[config.mk]
export PLATFORM = sky130hd
export DESIGN_NAME = pr_bus_arbiter
export DESIGN_NICKNAME = d
export VERILOG_FILES = /design/src/rtl/pr_bus_pkg.sv /design/src/rtl/pr_addr_decode.sv /design/src/rtl/pr_bus_arbiter.sv
export SDC_FILE = /design/constraint.sdc
export NUM_CORES = 1
export LEC_CHECK = 0
export CORE_MARGIN = 1.5
export CORE_UTILIZATION = 41
export DETAILED_ROUTE_END_ITERATION = 10
export PLACE_DENSITY_LB_ADDON = 0.2
export SYNTH_ARGS = -nofsm -noshare
export SYNTH_HDL_FRONTEND = slang
export SYNTH_SLANG_ARGS = --single-unit
[constraint.sdc]
create_clock -name clk -period 2.4 [get_ports clk]
set_input_delay 0.48 -clock clk [delete_from_list [all_inputs] [get_ports clk]]
set_output_delay 0.48 -clock clk [all_outputs]
set_load 0.005 [all_outputs]
[src/rtl/pr_bus_pkg.sv]
// Shared types and device-window constants for the peripheral bus arbiter and bridge.
package pr_bus_pkg;

    localparam int unsigned ADDR_W = 32;
    localparam int unsigned DATA_W = 32;

    // Device windows (inclusive byte ranges), also used by the bridge
    localparam logic [ADDR_W-1:0] TIMER0_BASE = 32'h0000_7f00;
    localparam logic [ADDR_W-1:0] TIMER0_TOP  = 32'h0000_7f0b;
    localparam logic [ADDR_W-1:0] TIMER1_BASE = 32'h0000_7f10;
    localparam logic [ADDR_W-1:0] TIMER1_TOP  = 32'h0000_7f1b;

    typedef enum logic [1:0] {
        IDLE   = 2'd0,
        ACCESS = 2'd1,
        RESP   = 2'd2
    } state_t;

    // One master's request as seen by the arbiter
    typedef struct packed {
        logic [ADDR_W-1:0] addr;
        logic [DATA_W-1:0] wdata;
        logic              we;
    } pr_req_t;

endpackage

[src/rtl/pr_addr_decode.sv]
// Flags whether a byte address falls inside one of the device windows.
module pr_addr_decode
    import pr_bus_pkg::*;
(
    input  logic [ADDR_W-1:0] addr,
    output logic              in_window
);

    logic [ADDR_W-1:0] aligned;

    // Word-align the address, then compare against both windows
    always_comb begin
        aligned   = addr & ~ADDR_W'(3);
        in_window = ((aligned >= TIMER0_BASE) && (aligned <= TIMER0_TOP)) ||
                    ((aligned >= TIMER1_BASE) && (aligned <= TIMER1_TOP));
    end

endmodule

[src/rtl/pr_bus_arbiter.sv]
// Round-robin arbiter sharing the peripheral bus between the CPU (M0) and DMA/debug (M1) ports.
module pr_bus_arbiter
    import pr_bus_pkg::*;
#(
    parameter int unsigned WAIT_CYCLES = 0,
    parameter int unsigned CNT_W       = 4
) (
    input  logic              clk,
    input  logic              reset_n,
    input  logic              m0_req,
    input  logic [ADDR_W-1:0] m0_addr,
    input  logic [DATA_W-1:0] m0_wdata,
    input  logic              m0_we,
    output logic              m0_ack,
    output logic [DATA_W-1:0] m0_rdata,
    output logic              m0_err,
    input  logic              m1_req,
    input  logic [ADDR_W-1:0] m1_addr,
    input  logic [DATA_W-1:0] m1_wdata,
    input  logic              m1_we,
    output logic              m1_ack,
    output logic [DATA_W-1:0] m1_rdata,
    output logic              m1_err,
    output logic [ADDR_W-1:0] PrAddr,
    output logic [DATA_W-1:0] PrWD,
    output logic              PrWe,
    input  logic [DATA_W-1:0] PrRD,
    output logic              gnt_id,
    output logic              busy
);

    state_t            state;
    logic [CNT_W-1:0]  cnt;
    logic              last;
    logic              we_q;
    logic              win_q;

    logic              pick;
    pr_req_t           sel_req;
    logic              sel_win;
    logic [DATA_W-1:0] rd_val;

    // Winner selection: a lone requester wins, on contention the one not served last
    always_comb begin
        pick          = m1_req & (~m0_req | ~last);
        sel_req.addr  = pick ? m1_addr  : m0_addr;
        sel_req.wdata = pick ? m1_wdata : m0_wdata;
        sel_req.we    = pick ? m1_we    : m0_we;
        rd_val        = (we_q | ~win_q) ? '0 : PrRD;
    end

    pr_addr_decode u_addr_decode (
        .addr      (sel_req.addr),
        .in_window (sel_win)
    );

    // Arbitration FSM; every bus and master output is registered here
    always_ff @(posedge clk or negedge reset_n) begin
        if (!reset_n) begin
            state    <= IDLE;
            cnt      <= '0;
            last     <= 1'b1;
            we_q     <= 1'b0;
            win_q    <= 1'b0;
            PrAddr   <= '0;
            PrWD     <= '0;
            PrWe     <= 1'b0;
            gnt_id   <= 1'b0;
            busy     <= 1'b0;
            m0_ack   <= 1'b0;
            m0_rdata <= '0;
            m0_err   <= 1'b0;
            m1_ack   <= 1'b0;
            m1_rdata <= '0;
            m1_err   <= 1'b0;
        end else begin
            case (state)
                IDLE: begin
                    if (m0_req || m1_req) begin
                        we_q   <= sel_req.we;
                        win_q  <= sel_win;
                        PrAddr <= sel_req.addr;
                        PrWD   <= sel_req.wdata;
                        // With no wait cycles the first ACCESS cycle is also the last
                        PrWe   <= (WAIT_CYCLES == 0) & sel_req.we & sel_win;
                        gnt_id <= pick;
                        busy   <= 1'b1;
                        cnt    <= CNT_W'(WAIT_CYCLES);
                        state  <= ACCESS;
                    end
                end
                ACCESS: begin
                    if (cnt != '0) begin
                        cnt  <= cnt - CNT_W'(1);
                        // Raise the strobe going into the final ACCESS cycle
                        PrWe <= (cnt == CNT_W'(1)) & we_q & win_q;
                    end else begin
                        PrWe     <= 1'b0;
                        PrAddr   <= '0;
                        PrWD     <= '0;
                        m0_ack   <= ~gnt_id;
                        m1_ack   <= gnt_id;
                        m0_rdata <= gnt_id ? '0 : rd_val;
                        m1_rdata <= gnt_id ? rd_val : '0;
                        m0_err   <= ~gnt_id & ~win_q;
                        m1_err   <= gnt_id & ~win_q;
                        state    <= RESP;
                    end
                end
                RESP: begin
                    last     <= gnt_id;
                    gnt_id   <= 1'b0;
                    busy     <= 1'b0;
                    m0_ack   <= 1'b0;
                    m0_rdata <= '0;
                    m0_err   <= 1'b0;
                    m1_ack   <= 1'b0;
                    m1_rdata <= '0;
                    m1_err   <= 1'b0;
                    state    <= IDLE;
                end
                default: state <= IDLE;
            endcase
        end
    end

endmodule

# [Word-level counts from Yosys, hierarchy flattened]
# Cells that the tools add are included.
[classes] eq_ne=6 mux=36 n_addsub=1 bitwise_logic=12 n_reduce_logical=16 magnitude_cmp=4
[ops] cell="$mux 32" n=10
[ops] cell="$pmux 32 s2" n=4
[ops] cell="$ge 32x15->1 const B" n=2
[ops] cell="$le 32x15->1 const B" n=2
[ops] cell="$pmux 1 s2" n=7
[ops] cell="$reduce_and 2->1" n=5
[ops] cell="$mux 1" n=9
[ops] cell="$mux 4" n=2
[ops] cell="$pmux 4 s2" n=1
[ops] cell="$and 1x1->1" n=6
[ops] cell="$ne 2x2->1 const B" n=3
[ops] cell="$reduce_and 3->1" n=2
[ops] cell="$reduce_bool 2->1" n=3
[ops] cell="$eq 4x1->1 const B" n=1
[ops] cell="$mux 2" n=2
[ops] cell="$not 1->1" n=4
[ops] cell="$pmux 2 s2" n=1
[ops] cell="$reduce_bool 4->1" n=1
[ops] cell="$sub 4x1->4 const B" n=1
[ops] cell="$eq 2x1->1 const B" n=1
[ops] cell="$eq 2x2->1 const B" n=1
[ops] cell="$logic_and 1x1->1" n=2
[ops] cell="$logic_not 2->1" n=1
[ops] cell="$logic_or 1x1->1" n=2
[ops] cell="$or 1x1->1" n=2
[totals] regBits=144 out_inout_bits=135 word_cells=91 inputBits=166

# [Logic depth before layout (Yosys ltp)]
# Gate-level depths: netlist (run 1).
[logic_depth] depth_word=10 ltp_mapped=9 depth_no_buf=7

# [Cells and area by module]
# Synthesis (run 1) repeated with hierarchy kept, for this count alone.
[hier_totals] hier_cells=447 hier_area_um2=6224.7
[modules_own_cells] mod="pr_bus_arbiter" n_inst=1 cells_per_inst=435 seq_area_each_um2=3604.7 area_each_um2=6133.4
[modules_own_cells] mod="pr_addr_decode" n_inst=1 cells_per_inst=12 seq_area_each_um2=0.0 area_each_um2=91.3

# [Worst setup path after synthesis (run 1)]
# OpenSTA, ideal clock, no wires.
[synth_timing] path_type="flip-flop to flip-flop" start="register cnt[0]" end="register m1_rdata[0]" t_arrival_ps=1587 stages_incl_launch_ff=10 synth_period_minus_slack_ps=1708 setup_time_ps=122 path_buffers=2 required_ps=2278 slack_ps=692 path_cell_list="dfrtp_1 > inv_1 > ha_1 > nor3b_1 > nand2_1 > inv_2 > nor2_1 > buf_2 > buf_6 > a32o_1"
[synth_via] elab_chain_len=3
[synth_rtl] item="start, declared" line_no="pr_bus_arbiter.sv:33" source="logic [CNT_W-1:0] cnt;"
[synth_rtl] item="start signal, assigned" line_no="pr_bus_arbiter.sv:88" source="cnt <= CNT_W'(WAIT_CYCLES);"
[synth_rtl] item="start signal, assigned" line_no="pr_bus_arbiter.sv:94" source="cnt <= cnt - CNT_W'(1);"
[synth_rtl] item="$reduce_bool 4->1" line_no="pr_bus_arbiter.sv:93" source="if (cnt != '0) begin"
[synth_rtl] item="$ne 2x2->1 (no line)"
[synth_rtl] item="$reduce_and 2->1 (no line)"
[synth_rtl] item="end signal, assigned" line_no="pr_bus_arbiter.sv:104" source="m1_rdata <= gnt_id ? rd_val : '0;"
[synth_rtl] item="end, declared" line_no="pr_bus_arbiter.sv:22" source="output logic [DATA_W-1:0] m1_rdata,"
# No other way between the ends.
# A chain may end at the register's enable or synchronous reset.

# [Worst setup path in the final report (run 1)]
[layout_timing] start="register cnt[1]" end="register m0_rdata[11]"
[layout_via] elab_chain_len=3
[layout_rtl] item="$reduce_bool 4->1" line_no="pr_bus_arbiter.sv:93"
[layout_rtl] item="$ne 2x2->1 (no line)"
[layout_rtl] item="$reduce_and 2->1 (no line)"
[layout_rtl] item="end signal, assigned" line_no="pr_bus_arbiter.sv:103" source="m0_rdata <= gnt_id ? '0 : rd_val;"
[layout_rtl] item="end, declared" line_no="pr_bus_arbiter.sv:15" source="output logic [DATA_W-1:0] m0_rdata,"
# No other way between the ends.

==> qor.yml, run 1 <==
clock_tree:
  cts.htree.levels: 4
  postCtsHoldBufs: 0
  cts_resized: 0
  cts.sinks: 144
  tritoncts: "built"
  clockRootBuffer: "clkbuf_16"
  clkTransAtPathRegs_ns: 0.06
  clk-insertion-delay-late_ns: 0.42
  cts_setup_buffers: 0
  cts_buffer_depth: 2
  cts_buffers: 17
critical_path:
  rr_startpoint: "cnt[1]$_DFFE_PN0P_"
  crit_start: "cnt[1]$_DFFE_PN0P_"
  reg2reg_to: "m0_rdata[11]$_DFFE_PN0P_"
  path_max_fanout: 25
  endpoint_kind: "flop"
  startpoint_type: "flop"
  cp.arrival_ns: 2.45
  worst_r2r_path_depth: 7
  required_ns: 2.75
  r2r_slack_ns: 0.30
  cp-endpoint: "m0_rdata[11]$_DFFE_PN0P_"
  criticalPathCategory: "flop to flop"
finish:
  nFillCells: 1154
  layout.nets: 985
  drive_gt1_share_pct: 7.84
  postLayoutCoreUtil_pct: 67.1
  most-common-layout-cells: "299 x clkdlybuf4s50_1, 143 x dfrtp_1, 66 x nand3_1"
  stdcell_count: 1018
  fin_area_mm2: 0.0101
  final_common_cell: "clkdlybuf4s50_1"
  syn2layout_area_growth_pct: 61.2
global_route:
  grt_pass1_wl_um: 30400
  grt_pass1_vias: 5754
  overflow: 0
  grt_max_degree: 110
  grt_antenna_before_repair: 1
  grt_use_total_pct: 24.4
sta:
  hold_violations: 0
  rsz0062_at_grt: "false"
  relSlewSlack_pct: 31.2
  fmax_ghz: 0.477
  drv_slew: 0
  setup_violations: 0
  fin_hold_ws_ns: 0.00717
  fin_crit_ns: 2.10
  post-route-period-util_pct: 87.4
  worstMarginPinSlew_ns: 1.03
  skew_ns: 0.00662
die:
  boundaryPins: 301
  fp.dieH_um: 127
  initial_core_util_pct: 41.6
  chipWidth_um: 127
  rows: 45
  die_area_mm2: 0.0161
  core-area_mm2: 0.0151
detailed_routing:
  drtAntennaViolNets: 0
  routed_via_density: 5.55
  route.detailed.drc: 0
  wl_per_cell_um: 19.4
  dr.pass1.iters: 4
  drtIter0Drc: 308
  totalWireLength_um: 19800
  vias: 5645
synthesis:
  ys_seq_area_share_pct: 57.4
  synth_cell_type_count: 42
  synth_nets: 697
  syn_area_per_cell_um2: 11.9
  synthCells: 528
  ys_warn_count: 0
  synth_seq_cells: 144
  synthesis.area_mm2: 0.00628
pwr:
  seqPwrFrac_pct: 34.9
  worst_ir_drop_vdd_mv: 0.539
  powerDensity_mw_per_mm2: 971
  swShare_pct: 34.1
  p_comb_share_pct: 39.0
  leakage_nw: 4.30
  intPower_mw: 6.48
  net-switching-power_mw: 3.36
  power_frac_clock_pct: 26.1
outcome:
  status: "completed"
place:
  place_area_mm2: 0.00954
  place_hpwl_um: 14200
  placedCellCount: 984
  port_buffers: 300
  gp_congestion: 0.853
run:
  drv_cap: 0
hold_path:
  hp-class: "input port to asynchronous set/reset pin"
## synthesized netlist by cell type, drive strengths merged
cell     count  area share (%)
inv          4            0.24
mux2         2            0.36
a21boi       2            0.24
or3b         1            0.14
a22o         2            0.28
nand4b       4            0.56
nand4        2            0.20
ha           3            0.60
nor2        13            0.82
and4b        3            0.48
clkbuf      17             1.0
nor3         4            0.32
o31ai        2            0.24
xor2         2            0.28
a2bb2oi      1            0.14
nor2b        3            0.42
buf         32             2.8
a31o         1            0.14
dfstp        1            0.42
nor3b        1            0.12
or4          2            0.30
nor4         6            0.70
a21o         2            0.24
a21oi        1           0.080
mux2i       65              10
o21ai       66             5.3
nor4b        1            0.14
and3         1            0.10
a32o        64              10
dfrtp      143              57
nand2       11            0.66
nand3       66             5.3
## layer usage
layer | share of wire [%] | global-route usage, % | wire [µm]
met5 | 0 | 0 | 0
met4 | 2.3 | 9.36 | 447
met3 | 8.4 | 7.63 | 1660
met2 | 49 | 40.7 | 9740
met1 | 40 | 29.6 | 7940
## state kept, by name, indices dropped and copies added, names as in the netlist
register,flops
m0_rdata,32
m1_ack,1
m0_err,1
we_q,1
m0_ack,1
m1_rdata,32
PrWe,1
last,1
m1_err,1
cnt,4
state,2
gnt_id,1
PrWD,32
busy,1
win_q,1
PrAddr,32
## worst min path at each step
| stage | startpoint | slack (ns) | to | depth (start not counted) |
|---|---|---|---|---|
| final | reset_n | 0.007 | m1_rdata[30]$_DFFE_PN0P_ | 1 |
| after global routing | reset_n | 0.03 | m1_rdata[30]$_DFFE_PN0P_ | 1 |
| after CTS | reset_n | 0.008 | m1_rdata[30]$_DFFE_PN0P_ | 1 |
| after detailed placement | reset_n | 0.46 | m1_rdata[30]$_DFFE_PN0P_ | 1 |
| after global placement | reset_n | 0.46 | m1_rdata[30]$_DFFE_PN0P_ | 1 |
| after floorplan | reset_n | 0.18 | PrAddr[0]$_DFFE_PN0P_ | 0 |
## power by group through the flow
stage | sequential (mW) | combinational, mW | clock, mW
3_3_place_gp | 3.43 | 3.71 | 0
3_5_place_dp | 3.46 | 3.81 | 0
2_1_floorplan | 3.45 | 1.80 | 0
6_report | 3.43 | 3.83 | 2.57
4_1_cts | 3.43 | 3.83 | 2.62
5_1_grt | 3.50 | 4.20 | 2.74
## layout make-up
type	count	area [µm²]	area share [%]
clock inverters	13	136	1.35
clock buffers	19	443	4.37
inverters	4	15.0	0.148
well taps	188	235	2.32
repair buffers	317	3220	31.8
multi-input cells	332	2470	24.4
diodes	1	2.50	0.0247
flip-flops and latches	144	3600	35.6
## kinds of logic (layout without fill, tap and decap cells)
family / Yosys count / count (layout) / share of synthesized area [%]
buffers and inverters: 53 / 353 / 4.04
muxes: 67 / 67 / 10.7
AOI/OAI and AO/OA: 141 / 141 / 16.8
DFF: 144 / 144 / 57.4
and+or+nand+nor: 118 / 119 / 10.2
xor gates and xnor gates: 2 / 2 / 0.279
adders and majority gates: 3 / 3 / 0.597
other: 0 / 1 / 0
## repair_timing
action                                  in CTS  in global routing
endpoints found under the hold margin        0                  0
pin swaps                                    1                  1
cloned                                       0                  1
endpoints found under the setup margin      11                 18
## stage by stage
stage / total power [mW] / setup TNS, ns / setup WS (ns)
detailed placement: 7.28 / -0.0328 / -0.0149
global placement: 7.14 / 0 / 0.129
global route: 10.4 / 0 / 0.179
CTS: 9.89 / 0 / 0.000655
floorplan: 5.25 / 0 / 0.692
finish: 9.84 / 0 / 0.303
## worst max-delay path: stages (launching register included)
cell	delay, ns
dfrtp_1	0.37
inv_1	0.09
ha_1	0.21
nor3b_1	0.16
nand2_2	0.09
inv_2	0.06
nor2_2	0.80
a32o_1	0.24
Note: power is estimated with default switching activity, not from simulation.
==> run 2, diff against run 1 <==
--- a/config.mk
+++ b/config.mk
@@ -5,6 +5,7 @@
 export SDC_FILE = /design/constraint.sdc
 export NUM_CORES = 1
 export LEC_CHECK = 0
+export CORE_ASPECT_RATIO = 1.1
 export CORE_MARGIN = 1.5
 export CORE_UTILIZATION = 41
 export DETAILED_ROUTE_END_ITERATION = 10
==> qor.yml, run 2 (synthesized netlist as in run 1, its figures left out) <==
outcome:
  status: "completed"
clock_tree:
  cts_buffers: 17
  clkTransAtPathRegs_ns: 0.06
  postCtsHoldBufs: 0
  clk-insertion-delay-late_ns: 0.41
  cts.sinks: 144
  cts_buffer_depth: 2
  cts.htree.levels: 4
  cts_setup_buffers: 0
  tritoncts: "built"
  cts_resized: 0
  clockRootBuffer: "clkbuf_16"
die:
  boundaryPins: 301
  chipWidth_um: 121
  core-area_mm2: 0.0150
  initial_core_util_pct: 41.9
  fp.dieH_um: 133
  die_area_mm2: 0.0161
  rows: 47
detailed_routing:
  wl_per_cell_um: 19.2
  route.detailed.drc: 0
  dr.pass1.iters: 5
  drtAntennaViolNets: 0
  vias: 5597
  totalWireLength_um: 19700
  drtIter0Drc: 365
  routed_via_density: 5.46
critical_path:
  required_ns: 2.74
  crit_top_cell: "buf_4"
  path_max_fanout: 65
  criticalPathCategory: "flop to flop"
  endpoint_kind: "flop"
  cp.arrival_ns: 2.60
  cp_num_buf_inv: 3
  slowest_stage: "dfrtp_1"
  path_cells: "inv_1, ha_1, nor3b_1, nand2_2, buf_4, nor2_2, buf_4, a32o_1"
  worst_path_largest_cell_delay_ns: 0.39
  startpoint_type: "flop"
  path_delay_family: "buffers and inverters"
sta:
  fin_hold_ws_ns: 0.0140
  rsz0062_at_grt: "false"
  drv_slew: 0
  post-route-period-util_pct: 94.1
  skew_ns: 0.0109
  relSlewSlack_pct: 24.7
  fin_crit_ns: 2.26
  setup_violations: 0
  setup_tns_ns: 0
  fmax_ghz: 0.443
  worstMarginPinSlew_ns: 1.13
  hold_violations: 0
global_route:
  grt_use_total_pct: 24.3
  grt_antenna_before_repair: 1
  grt_pass1_vias: 5691
  grt_max_degree: 83
  grtUsageMet2_pct: 40.6
  grt_util_met1_pct: 30.4
  busiest_layer: "met2"
  overflow: 0
  grt_pass1_wl_um: 30300
  gr-usage-met3_pct: 7.63
finish:
  diodes: 0
  drive_gt1_share_pct: 7.72
  final_common_cell: "clkdlybuf4s50_1"
  syn2layout_area_growth_pct: 62.0
  layout.nets: 985
  most-common-layout-cells: "299 x clkdlybuf4s50_1, 143 x dfrtp_1, 66 x nand3_1"
pwr:
  worst_ir_drop_vdd_mv: 0.787
  p_total_mw: 10.1
  powerDensity_mw_per_mm2: 994
  leakage_nw: 4.33
place:
  gp_congestion: 0.831
  port_buffers: 300
  place_hpwl_um: 14200
run:
  drv_cap: 0
hold_path:
  hp-class: "input port to asynchronous set/reset pin"
run 2: worst paths after layout:
check	from	to	slack, ns	cells after the start
worst max-delay path	cnt[1]$_DFFE_PN0P_	m0_rdata[4]$_DFFE_PN0P_	0.14	8
worst min-delay path	reset_n	m1_rdata[30]$_DFFE_PN0P_	0.01	1
worst max register to register	cnt[1]$_DFFE_PN0P_	m0_rdata[4]$_DFFE_PN0P_	0.14	8
worst min register to register	m0_rdata[11]$_DFFE_PN0P_	m0_rdata[11]$_DFFE_PN0P_	0.49	1
max in group asynchronous	reset_n	cnt[1]$_DFFE_PN0P_	1.72	2
min in group clk	m0_rdata[11]$_DFFE_PN0P_	m0_rdata[11]$_DFFE_PN0P_	0.49	1
run 2: final cells by class:
| type | instances | area (µm²) |
|---|---|---|
| fill | 1108 | 4820 |
| sequential | 144 | 3600 |
| timing repair buffer | 317 | 3210 |
| multi-input combinational | 332 | 2470 |
| clock buffer | 19 | 433 |
| tap | 196 | 245 |
| clock inverter | 13 | 201 |
| inverter | 4 | 15.0 |
run 2: worst reg2reg max path, delay by kind of cell (launching register included):
| family | cells | cell delay, ns |
|---|---|---|
| DFF | 1 | 0.39 |
| buffers and inverters | 3 | 0.82 |
| AOI/OAI and AO/OA | 1 | 0.24 |
| adders and majority gates | 1 | 0.19 |
| and+or+nand+nor | 3 | 0.55 |
run 2: per-stage QoR:
stage	std cells	setup slack, ns	util [%]	area (µm²)
after global placement	992	0.101	63.6	9540
after CTS	1025	0.118	67.9	10200
after floorplan	528	0.692	-	6280
after global routing	1025	0.0204	67.9	10200
after detailed placement	992	-0.0100	63.6	9540
final	1025	0.142	67.9	10200
run 2: routing by layer:
metal | up-vias | wire length (µm)
met5 | - | 11
met1 | 2708 | 8020
met3 | 22 | 1800
met2 | 261 | 9550
li1 | 2604 | -
met4 | 2 | 300
run 2: power by group:
part           internal (mW)  total, mW  switching [mW]
logic                   1.87       3.82            1.94
registers               3.05       3.45           0.403
clock network           1.77       2.84            1.07
total                   6.70       10.1            3.42
